$ cat config.mk
export PLATFORM = sky130hd
export DESIGN_NAME = fpga_cfg_loader
export DESIGN_NICKNAME = d
export VERILOG_FILES = /design/src/rtl/fpga_cfg_loader_pkg.sv /design/src/rtl/fpga_cfg_loader_serializer.sv /design/src/rtl/fpga_cfg_loader.sv
export SDC_FILE = /design/constraint.sdc
export NUM_CORES = 1
export LEC_CHECK = 0
export BUFFER_PORTS_ARGS = -buffer_cell sky130_fd_sc_hd__buf_2
export CAP_MARGIN = 20
export CORE_AREA = 2 2 109 111
export CTS_BUF_LIST = sky130_fd_sc_hd__clkbuf_16
export DETAILED_ROUTE_END_ITERATION = 6
export DIE_AREA = 0 0 111 113
export SYNTH_ARGS = -nofsm -noshare
export SYNTH_HDL_FRONTEND = slang
export SYNTH_HIERARCHICAL = 1
export SYNTH_SLANG_ARGS = --single-unit
$ cat constraint.sdc
create_clock -name clk -period 7.4 [get_ports clk]
set_clock_uncertainty 0.15 [all_clocks]
set_input_delay 1.85 -clock clk [delete_from_list [all_inputs] [get_ports clk]]
set_output_delay 1.85 -clock clk [all_outputs]
set_load 0.01 [all_outputs]
$ cat src/rtl/fpga_cfg_loader_pkg.sv
// Shared types and constants for the FPGA configuration loader: FSM states,
// CRC-16-CCITT constants and the bit/byte counter width.
package fpga_cfg_pkg;

    typedef enum logic [2:0] {
        IDLE       = 3'd0,
        CLB_SHIFT  = 3'd1,
        CONN_SHIFT = 3'd2,
        CRC_CHK    = 3'd3,
        DONE       = 3'd4,
        ERROR      = 3'd5
    } cfg_state_e;

    localparam int          CNT_W    = 16;
    localparam logic [15:0] CRC_POLY = 16'h1021;
    localparam logic [15:0] CRC_INIT = 16'hFFFF;

    // One bitwise CRC-16-CCITT step, bits fed in the order they are shifted out.
    function automatic logic [15:0] crc16_step(input logic [15:0] crc, input logic bit_in);
        logic fb;
        fb = crc[15] ^ bit_in;
        return {crc[14:0], 1'b0} ^ (fb ? CRC_POLY : 16'h0000);
    endfunction

endpackage

$ cat src/rtl/fpga_cfg_loader_serializer.sv
// Byte-to-bit serializer: one holding byte plus an 8-bit shift register, LSB first,
// two clk per bit (phase0 drives data with scan_clk low, phase1 raises scan_clk).
module cfg_byte_serializer (
    input  logic       clk,
    input  logic       rst_n,
    input  logic       clear,
    input  logic       accept_en,
    input  logic       shift_en,
    input  logic       clk_en,
    input  logic [7:0] data,
    input  logic       valid,
    output logic       ready,
    output logic       mid_bit,
    output logic       emit,
    output logic       bit_out,
    output logic       scan_clk
);

    logic [7:0] hold_data;
    logic [7:0] shift_data;
    logic       hold_full;
    logic [3:0] shift_cnt;
    logic       phase;
    logic       accept;
    logic       take_shift;
    logic       take_hold;
    logic       take_in;
    logic       next_bit;

    assign ready   = accept_en & ~hold_full;
    assign accept  = valid & ready;
    assign mid_bit = phase;

    // A new bit may only start on a bit boundary; an empty pipeline takes the
    // incoming byte directly so a resumed stream costs no extra cycle.
    always_comb begin
        take_shift = shift_en & ~phase & (shift_cnt != 4'd0);
        take_hold  = shift_en & ~phase & (shift_cnt == 4'd0) & hold_full;
        take_in    = shift_en & ~phase & (shift_cnt == 4'd0) & ~hold_full & accept;
        emit       = take_shift | take_hold | take_in;
        next_bit   = data[0];
        if (take_shift) begin
            next_bit = shift_data[0];
        end else if (take_hold) begin
            next_bit = hold_data[0];
        end
    end

    always_ff @(posedge clk or negedge rst_n) begin
        if (!rst_n) begin
            hold_full <= 1'b0;
            shift_cnt <= 4'd0;
            phase     <= 1'b0;
            scan_clk  <= 1'b0;
            bit_out   <= 1'b0;
        end else if (clear) begin
            hold_full <= 1'b0;
            shift_cnt <= 4'd0;
            phase     <= 1'b0;
            scan_clk  <= 1'b0;
            bit_out   <= 1'b0;
        end else begin
            if (take_hold) begin
                hold_full <= 1'b0;
            end else if (accept && !take_in) begin
                hold_full <= 1'b1;
            end

            if (take_shift) begin
                shift_cnt <= shift_cnt - 4'd1;
            end else if (take_hold || take_in) begin
                shift_cnt <= 4'd7;
            end

            // Starved bit boundaries fall through to the last branch: clock low, data held.
            if (!shift_en) begin
                phase    <= 1'b0;
                scan_clk <= 1'b0;
                bit_out  <= 1'b0;
            end else if (phase) begin
                phase    <= 1'b0;
                scan_clk <= clk_en;
            end else if (emit) begin
                phase    <= 1'b1;
                scan_clk <= 1'b0;
                bit_out  <= next_bit;
            end else begin
                scan_clk <= 1'b0;
            end
        end
    end

    always_ff @(posedge clk) begin
        if (accept && !take_in) begin
            hold_data <= data;
        end
        if (take_shift) begin
            shift_data <= {1'b0, shift_data[7:1]};
        end else if (take_hold) begin
            shift_data <= {1'b0, hold_data[7:1]};
        end else if (take_in) begin
            shift_data <= {1'b0, data[7:1]};
        end
    end

endmodule

$ cat src/rtl/fpga_cfg_loader.sv
// Configuration loader: streams a byte bitstream into the CLB chain, then the connection
// chain. Optional trailing CRC-16 check is enabled by defining CFG_LOADER_CRC_EN.
module fpga_cfg_loader
    import fpga_cfg_pkg::*;
#(
    parameter int CLB_CHAIN_LEN  = 2048,
    parameter int CONN_CHAIN_LEN = 4096
) (
    input  logic       clk,
    input  logic       rst_n,
    input  logic       cfg_start,
    input  logic [7:0] cfg_data,
    input  logic       cfg_valid,
    output logic       cfg_ready,
    output logic       scan_clk,
    output logic       clb_scan_in,
    output logic       clb_scan_en,
    output logic       conn_scan_in,
    output logic       conn_scan_en,
    output logic       cfg_busy,
    output logic       cfg_done,
    output logic       cfg_error
);

`ifdef CFG_LOADER_CRC_EN
    localparam int CRC_BYTES = 2;
`else
    localparam int CRC_BYTES = 0;
`endif
    localparam int TOTAL_BYTES = (CLB_CHAIN_LEN + CONN_CHAIN_LEN) / 8 + CRC_BYTES;

    localparam logic [CNT_W-1:0] CLB_LEN_C   = CNT_W'(CLB_CHAIN_LEN);
    localparam logic [CNT_W-1:0] CONN_LEN_C  = CNT_W'(CONN_CHAIN_LEN);
    localparam logic [CNT_W-1:0] CRC_LEN_C   = CNT_W'(16);
    localparam logic [CNT_W-1:0] TOTAL_BYTES_C = CNT_W'(TOTAL_BYTES);

    if ((CLB_CHAIN_LEN % 8) != 0 || CLB_CHAIN_LEN <= 0 || CLB_CHAIN_LEN > 65535) begin : g_bad_clb_len
        $error("CLB_CHAIN_LEN must be a positive multiple of 8 below 65536");
    end
    if ((CONN_CHAIN_LEN % 8) != 0 || CONN_CHAIN_LEN <= 0 || CONN_CHAIN_LEN > 65535) begin : g_bad_conn_len
        $error("CONN_CHAIN_LEN must be a positive multiple of 8 below 65536");
    end

    cfg_state_e       state;
    cfg_state_e       state_d;
    logic [CNT_W-1:0] bit_cnt;
    logic [CNT_W-1:0] byte_cnt;
    logic [CNT_W-1:0] cur_len;
    logic             start_ok;
    logic             busy;
    logic             chain_end;
    logic             shift_en;
    logic             accept_en;
    logic             clk_en;
    logic             mid_bit;
    logic             emit;
    logic             bit_out;
    logic             crc_ok;

    assign busy      = (state == CLB_SHIFT) || (state == CONN_SHIFT) || (state == CRC_CHK);
    assign start_ok  = cfg_start && ((state == IDLE) || (state == DONE) || (state == ERROR));
    // A chain is finished once its last bit has completed phase1.
    assign chain_end = (bit_cnt == cur_len) && !mid_bit;
    assign shift_en  = busy && !chain_end;
    assign accept_en = busy && (byte_cnt != TOTAL_BYTES_C);
    assign clk_en    = (state != CRC_CHK);

    always_comb begin
        cur_len = '0;
        case (state)
            CLB_SHIFT:  cur_len = CLB_LEN_C;
            CONN_SHIFT: cur_len = CONN_LEN_C;
            CRC_CHK:    cur_len = CRC_LEN_C;
            default:    cur_len = '0;
        endcase
    end

    cfg_byte_serializer u_ser (
        .clk       (clk),
        .rst_n     (rst_n),
        .clear     (start_ok),
        .accept_en (accept_en),
        .shift_en  (shift_en),
        .clk_en    (clk_en),
        .data      (cfg_data),
        .valid     (cfg_valid),
        .ready     (cfg_ready),
        .mid_bit   (mid_bit),
        .emit      (emit),
        .bit_out   (bit_out),
        .scan_clk  (scan_clk)
    );

`ifdef CFG_LOADER_CRC_EN
    logic [15:0] crc_acc;
    logic [15:0] crc_rx;

    // bit_out carries the freshly emitted bit while mid_bit is high.
    always_ff @(posedge clk or negedge rst_n) begin
        if (!rst_n) begin
            crc_acc <= CRC_INIT;
            crc_rx  <= '0;
        end else if (start_ok) begin
            crc_acc <= CRC_INIT;
            crc_rx  <= '0;
        end else if (mid_bit) begin
            if (state == CRC_CHK) begin
                crc_rx <= {bit_out, crc_rx[15:1]};
            end else begin
                crc_acc <= crc16_step(crc_acc, bit_out);
            end
        end
    end

    assign crc_ok    = (crc_rx == crc_acc);
    assign cfg_error = (state == ERROR);
`else
    assign crc_ok    = 1'b1;
    assign cfg_error = 1'b0;
`endif

    always_comb begin
        state_d = state;
        case (state)
            IDLE, DONE, ERROR: begin
                if (cfg_start) begin
                    state_d = CLB_SHIFT;
                end
            end
            CLB_SHIFT: begin
                if (chain_end) begin
                    state_d = CONN_SHIFT;
                end
            end
            CONN_SHIFT: begin
                if (chain_end) begin
`ifdef CFG_LOADER_CRC_EN
                    state_d = CRC_CHK;
`else
                    state_d = DONE;
`endif
                end
            end
            CRC_CHK: begin
                if (chain_end) begin
                    state_d = crc_ok ? DONE : ERROR;
                end
            end
            default: state_d = IDLE;
        endcase
    end

    always_ff @(posedge clk or negedge rst_n) begin
        if (!rst_n) begin
            state        <= IDLE;
            clb_scan_en  <= 1'b0;
            conn_scan_en <= 1'b0;
        end else begin
            state        <= state_d;
            clb_scan_en  <= (state_d == CLB_SHIFT);
            conn_scan_en <= (state_d == CONN_SHIFT);
        end
    end

    always_ff @(posedge clk or negedge rst_n) begin
        if (!rst_n) begin
            bit_cnt  <= '0;
            byte_cnt <= '0;
        end else if (start_ok) begin
            bit_cnt  <= '0;
            byte_cnt <= '0;
        end else begin
            if (busy && chain_end) begin
                bit_cnt <= '0;
            end else if (emit) begin
                bit_cnt <= bit_cnt + 1'b1;
            end
            if (cfg_valid && cfg_ready) begin
                byte_cnt <= byte_cnt + 1'b1;
            end
        end
    end

    assign clb_scan_in  = bit_out & clb_scan_en;
    assign conn_scan_in = bit_out & conn_scan_en;
    assign cfg_busy     = busy;
    assign cfg_done     = (state == DONE);

endmodule

[Word level (Yosys, flattened, before mapping)]
Index checks and enable logic that the tools add are counted.
Storage, ports and cells
  bits in registers: 60
  output and inout bits: 9
  input bits: 12
  word-level logic and storage cells: 100
Operators by class
  add/sub/neg operators: 3
  reductions and logical operators: 26
  multiplexer cells: 32
  bitwise logic cells: 14
  equal/unequal tests: 12
Operators with widths (count)
  two-way mux 16 bit: 5
  case mux 13 bit (3 select lines): 1
  adder 16 x 1 -> 16 bit, second input constant: 2
  equality test 16 bit: 1
  two-way mux 1 bit: 16
  != test 16 x 10 -> 1 bit, second input constant: 1
  two-way mux 7 bit: 2
  two-way mux 4 bit: 3
  nonzero test 3 bit: 4
  AND 1 bit: 10
  equality test 3 x 2 -> 1 bit, second input constant: 3
  two-way mux 3 bit: 3
  case mux 3 bit (3 select lines): 1
  logical AND 1 bit: 7
  equality test 3 x 1 -> 1 bit, second input constant: 2
  equality test 3 bit, second input constant: 2
  two-way mux 6 bit: 1
  != test 3 bit, second input constant: 2
  logical OR 1 bit: 5
  zero test 4 bit: 1
  nonzero test 4 bit: 1
  subtractor 4 x 1 -> 4 bit, second input constant: 1
  zero test 1 bit: 3
  zero test 3 bit: 1
  7 further kinds: 9

[Longest topological paths before layout]
  word-level depth: 15
  depth in mapped cells: 13
  gate-level depth less buffers: 12

[Cells and area by module]
Netlist, hierarchy kept.
Modules (own cells, without submodules)
  fpga_cfg_loader: cells an instance 218, seq. area each 925.9 µm², area an instance 2042.0 µm², times used 1
  cfg_byte_serializer: cells an instance 86, seq. area each 650.6 µm², area an instance 1052.3 µm², times used 1

[Worst setup path after synthesis]
No wires, ideal clock.
  kind: input to register
  start: input cfg_valid
  end: register bit_cnt[15]
  arrival: 3899 ps
  data required time: 7156 ps
  stages on the path: 7
  buffers on the path: 1
  setup time: 94 ps
  path slack: 3257 ps
  path through: a21oi_1 > a21oi_1 > and4_1 > clkbuf_1 > nand4_1 > or3_1 > a211oi_1
Between the ends
  word-level cells in the longest chain between the ends: 4
RTL lines
  start, declared: RTL line fpga_cfg_loader.sv:13  | input logic cfg_valid,
  AND 1 bit: RTL line fpga_cfg_loader_serializer.sv:31  | assign accept = valid & ready;
  AND 1 bit: RTL line fpga_cfg_loader_serializer.sv:39  | take_in = shift_en & ~phase & (shift_cnt == 4'd0) & ~hold_full & accept;
  bitwise OR 1 bit: RTL line fpga_cfg_loader_serializer.sv:40  | emit = take_shift | take_hold | take_in;
  named net emit: RTL line fpga_cfg_loader.sv:56  | logic emit;
  nonzero test 3 bit (no source line)
  end signal, assigned: RTL line fpga_cfg_loader.sv:176  | bit_cnt <= bit_cnt + 1'b1;
  end, declared: RTL line fpga_cfg_loader.sv:46  | logic [CNT_W-1:0] bit_cnt;
The timed path passes the listed nets, and every way through them passes these cells.
A chain may end at the register's enable or synchronous reset.

[Worst setup path in the final report]
  start: register byte_cnt[12]
  end: output cfg_ready
Between the ends
  word-level cells in the longest chain between the ends: 3
RTL lines
  start, declared: RTL line fpga_cfg_loader.sv:47  | logic [CNT_W-1:0] byte_cnt;
  start signal, assigned: RTL line fpga_cfg_loader.sv:179  | byte_cnt <= byte_cnt + 1'b1;
  != test 16 x 10 -> 1 bit: RTL line fpga_cfg_loader.sv:65  | assign accept_en = busy && (byte_cnt != TOTAL_BYTES_C);
  logical AND 1 bit: RTL line fpga_cfg_loader.sv:65
  named net accept_en: RTL line fpga_cfg_loader.sv:53  | logic accept_en;
  AND 1 bit: RTL line fpga_cfg_loader_serializer.sv:30  | assign ready = accept_en & ~hold_full;
  end, declared: RTL line fpga_cfg_loader.sv:14  | output logic cfg_ready,
The timed path passes the listed nets, and every way through them passes these cells.

==> results.toml <==
[power_and_ir_drop]
p_clk_share_pct = 30.4
p_switching_w = 0.000476
peakVddDrop_uv = 155
swShare_pct = 35.6
p_leak_nw = 1.50
pwr-share-seq_pct = 37.6
combPwrFrac_pct = 32.0
p_int_w = 0.000862
power.total_w = 0.00134
p_per_area_nw_per_um2 = 369

[synthesis]
ys_warn_count = 6
synth-seq-cells = 60
ys_types = 45
synth.net_count = 321
ys_seq_area_share_pct = 51.0
async_reset_ff_share_pct = 75.0
synth_edf_count = 15
synth_top_area_share_pct = 36.4
ys_top_cells_by_area = "dfrtp_1 (36%), edfxtp_1 (15%), mux2i_1 (4.2%), a21oi_1 (3.6%), nor3_1 (3.4%)"
synth.cell_area_um2 = 3090
synth_cells = 304
yosys-top-cells-count = "dfrtp_1 (45), a21oi_1 (22), nand2_1 (21), nor2_1 (21), nor3_1 (21)"
ys.flop_type = "dfrtp_1"
synth_top_cell_by_area = "dfrtp_1"
synthMostInstantiatedCell = "dfrtp_1"
avgSynthCellArea_um2 = 10.2

[timing]
setup_viol = 0
final.setup.tns_ns = 0
slew_headroom_pct = 39.6
final_hold_viol_count = 0
min_period_ns = 4.03
period_share_pct = 54.5
tightest_slew_ns = 0.906
rsz0062_at_grt = "no"
fmax_mhz = 248
final_max_slew_viol_count = 0

[floorplanning]
die_x_um = 111
core-area_um2 = 11300
initial_core_util_pct = 27.5
rows = 39
num_io_pins = 21
die_h_um = 113
dieArea_um2 = 12500

[worst_setup_path]
reg2reg_depth = 6
endpoint_kind = "primary output"
r2r_setup_slack_ns = 3.85
r2r-end = "u_ser/hold_data[7]$_DFFE_PP_"
critPathMaxFanout = 6
cp-start-kind = "register"
cp.required_ns = 5.40
worst-setup-path-type = "reg2out"
slowest_stage = "or4_1"
crit_arrival_ns = 2.03
worstReg2RegStart = "state[1]$_DFF_PN0_"
slowest_delay_ns = 0.53
path_cells = "or4_1, nor4b_1, a31oi_1, nor2b_1, buf_2"

[hold_path]
hold_path_depth = 2
hold_path.class = "reg2reg"
hold_end = "byte_cnt[13]$_DFFE_PN0P_"
hold_start = "byte_cnt[13]$_DFFE_PN0P_"

[cts]
root_buffer = "clkbuf_16"
cts_tree = "done"
path_clk_slew_ns = 0.05
clock_latency_ns = 0.33
ctsHoldBuffers = 0
cts-htree-levels = 3
clk_path_buf_depth = 2
cts_resized = 0
cts_made_buffers = 9
cts.sinks = 60
cts_setup_buffers = 0

[routing]
drt_wl_total_um = 6270
ant_nets = 0
drt-pass1-iter-count = 4
dr_total_vias = 2276
via_per_inst = 4.84
drtIter0Drc = 123
wl_per_cell_um = 13.3
drc = 0

[layout]
area_growth_pct = 17.3
final_area_um2 = 3630
fill_cells = 1139
layout.nets = 339
drive_gt1_share_pct = 14.4
n_antenna_cell = 0
layout.cells.non_filler = 470
fin_util_pct = 32.2

[job]
maxCapViolCount = 0

[status]
outcome = "finished, final reports clean"

[global_route]
grt_pass1_vias = 2235
grt_usage_pct = 10.9
grt_pass1_wl_um = 10900
grt_max_degree = 46
grt_overflow = 0
grt_antenna_before_repair = 0

[place]
placedCellCount = 453
place_congestion = 0.774
portBuffers = 19
dpl.hpwl_um = 4310
place_area_um2 = 3310
==> metal layers <==
layer	vias to the layer above	GRT usage [%]	routed length, µm
met5	-	0	0
met4	0	5.75	132
met3	10	2.73	199
met2	27	16.6	2860
met1	1110	14.2	3080
li1	1129	-	-
==> worst max path at each step <==
stage	from	to	slack, ns	cells past startpoint
after global placement	cfg_valid	bit_cnt[13]$_DFFE_PN0P_	3.68	7
after global routing	byte_cnt[12]$_DFFE_PN0P_	cfg_ready	3.26	5
after floorplan	cfg_valid	bit_cnt[15]$_DFFE_PN0P_	3.26	7
after detailed placement	cfg_valid	bit_cnt[13]$_DFFE_PN0P_	3.60	7
after CTS	byte_cnt[12]$_DFFE_PN0P_	cfg_ready	3.35	5
final	byte_cnt[12]$_DFFE_PN0P_	cfg_ready	3.37	5
==> cells by family after synthesis <==
logic type | count (synthesis) | synth area share [%]
AOI/OAI and AO/OA | 49 | 10.1
xor gates and xnor gates | 20 | 5.66
adders and majority gates | 5 | 2.02
buffers and inverters | 27 | 3.84
DFF | 60 | 51.0
muxes | 14 | 4.57
other | 1 | 0.121
and+or+nand+nor | 128 | 22.8
==> state kept, by name, summed over array words and instances (netlist names) <==
signal and count:
u_ser/mid_bit 1, u_ser/shift_cnt 4, u_ser/hold_data 8, byte_cnt 16, conn_scan_en 1, clb_scan_en 1
u_ser/hold_full 1, state 3, u_ser/shift_data 7, u_ser/scan_clk 1, u_ser/bit_out 1, bit_cnt 16
==> layout make-up <==
cell class | instances | area (µm²) | area share, %
sequential | 60 | 1580 | 43.4
multi-input combinational | 217 | 1400 | 38.5
clock buffer | 9 | 225 | 6.20
tap | 143 | 179 | 4.93
timing repair buffer | 22 | 138 | 3.79
clock inverter | 7 | 67.6 | 1.86
inverter | 12 | 45.0 | 1.24
==> cells in the final DEF, fill, tap and decap left out, types with 3 or more instances in the layout <==
cell type  Yosys  layout
inv_1         12      12
ha_1           5       5
o31ai_1        3       3
and2_1         5       5
xor2_1        11      11
o21ai_0        9       9
a211oi_1       5       5
and3_1         4       4
xnor2_1        9       9
a21oi_1       22      22
or4_1          4       4
nand2_1       21      21
edfxtp_1      15      15
nor3_1        21      21
clkbuf_16      0       9
nand3_1       10      10
dfrtp_1       45      45
and4_1         3       3
or3_1          7       7
nor4_1         8       8
nor2_1        21      21
nor2b_1        7       7
nand4_1        7       7
mux2i_1       13      13
nand2b_1       3       3
buf_2          2      19
==> metrics by stage <==
stage / hold WS (ns) / setup slack [ns]
global placement: 0.398 / 3.68
floorplan: 0.357 / 3.26
detailed placement: 0.410 / 3.60
finish: 0.419 / 3.37
CTS: 0.417 / 3.35
global route: 0.440 / 3.26
==> worst max-delay path: cells and delay by family, from the launching register on <==
| family | cells | cell delay (ns) |
|---|---|---|
| simple gates | 3 | 0.99 |
| buf+inv | 1 | 0.16 |
| flops | 1 | 0.41 |
| compound gates | 1 | 0.13 |
==> power by group through the flow <==
stage | clock network [W] | logic [W] | registers (W)
floorplan | 0 | 0.000331 | 0.000491
finish | 0.000407 | 0.000428 | 0.000503
global route | 0.000438 | 0.000480 | 0.000515
detailed placement | 0 | 0.000430 | 0.000508
CTS | 0.000417 | 0.000434 | 0.000504
global placement | 0 | 0.000418 | 0.000506
(Power assumes the default switching activity.)
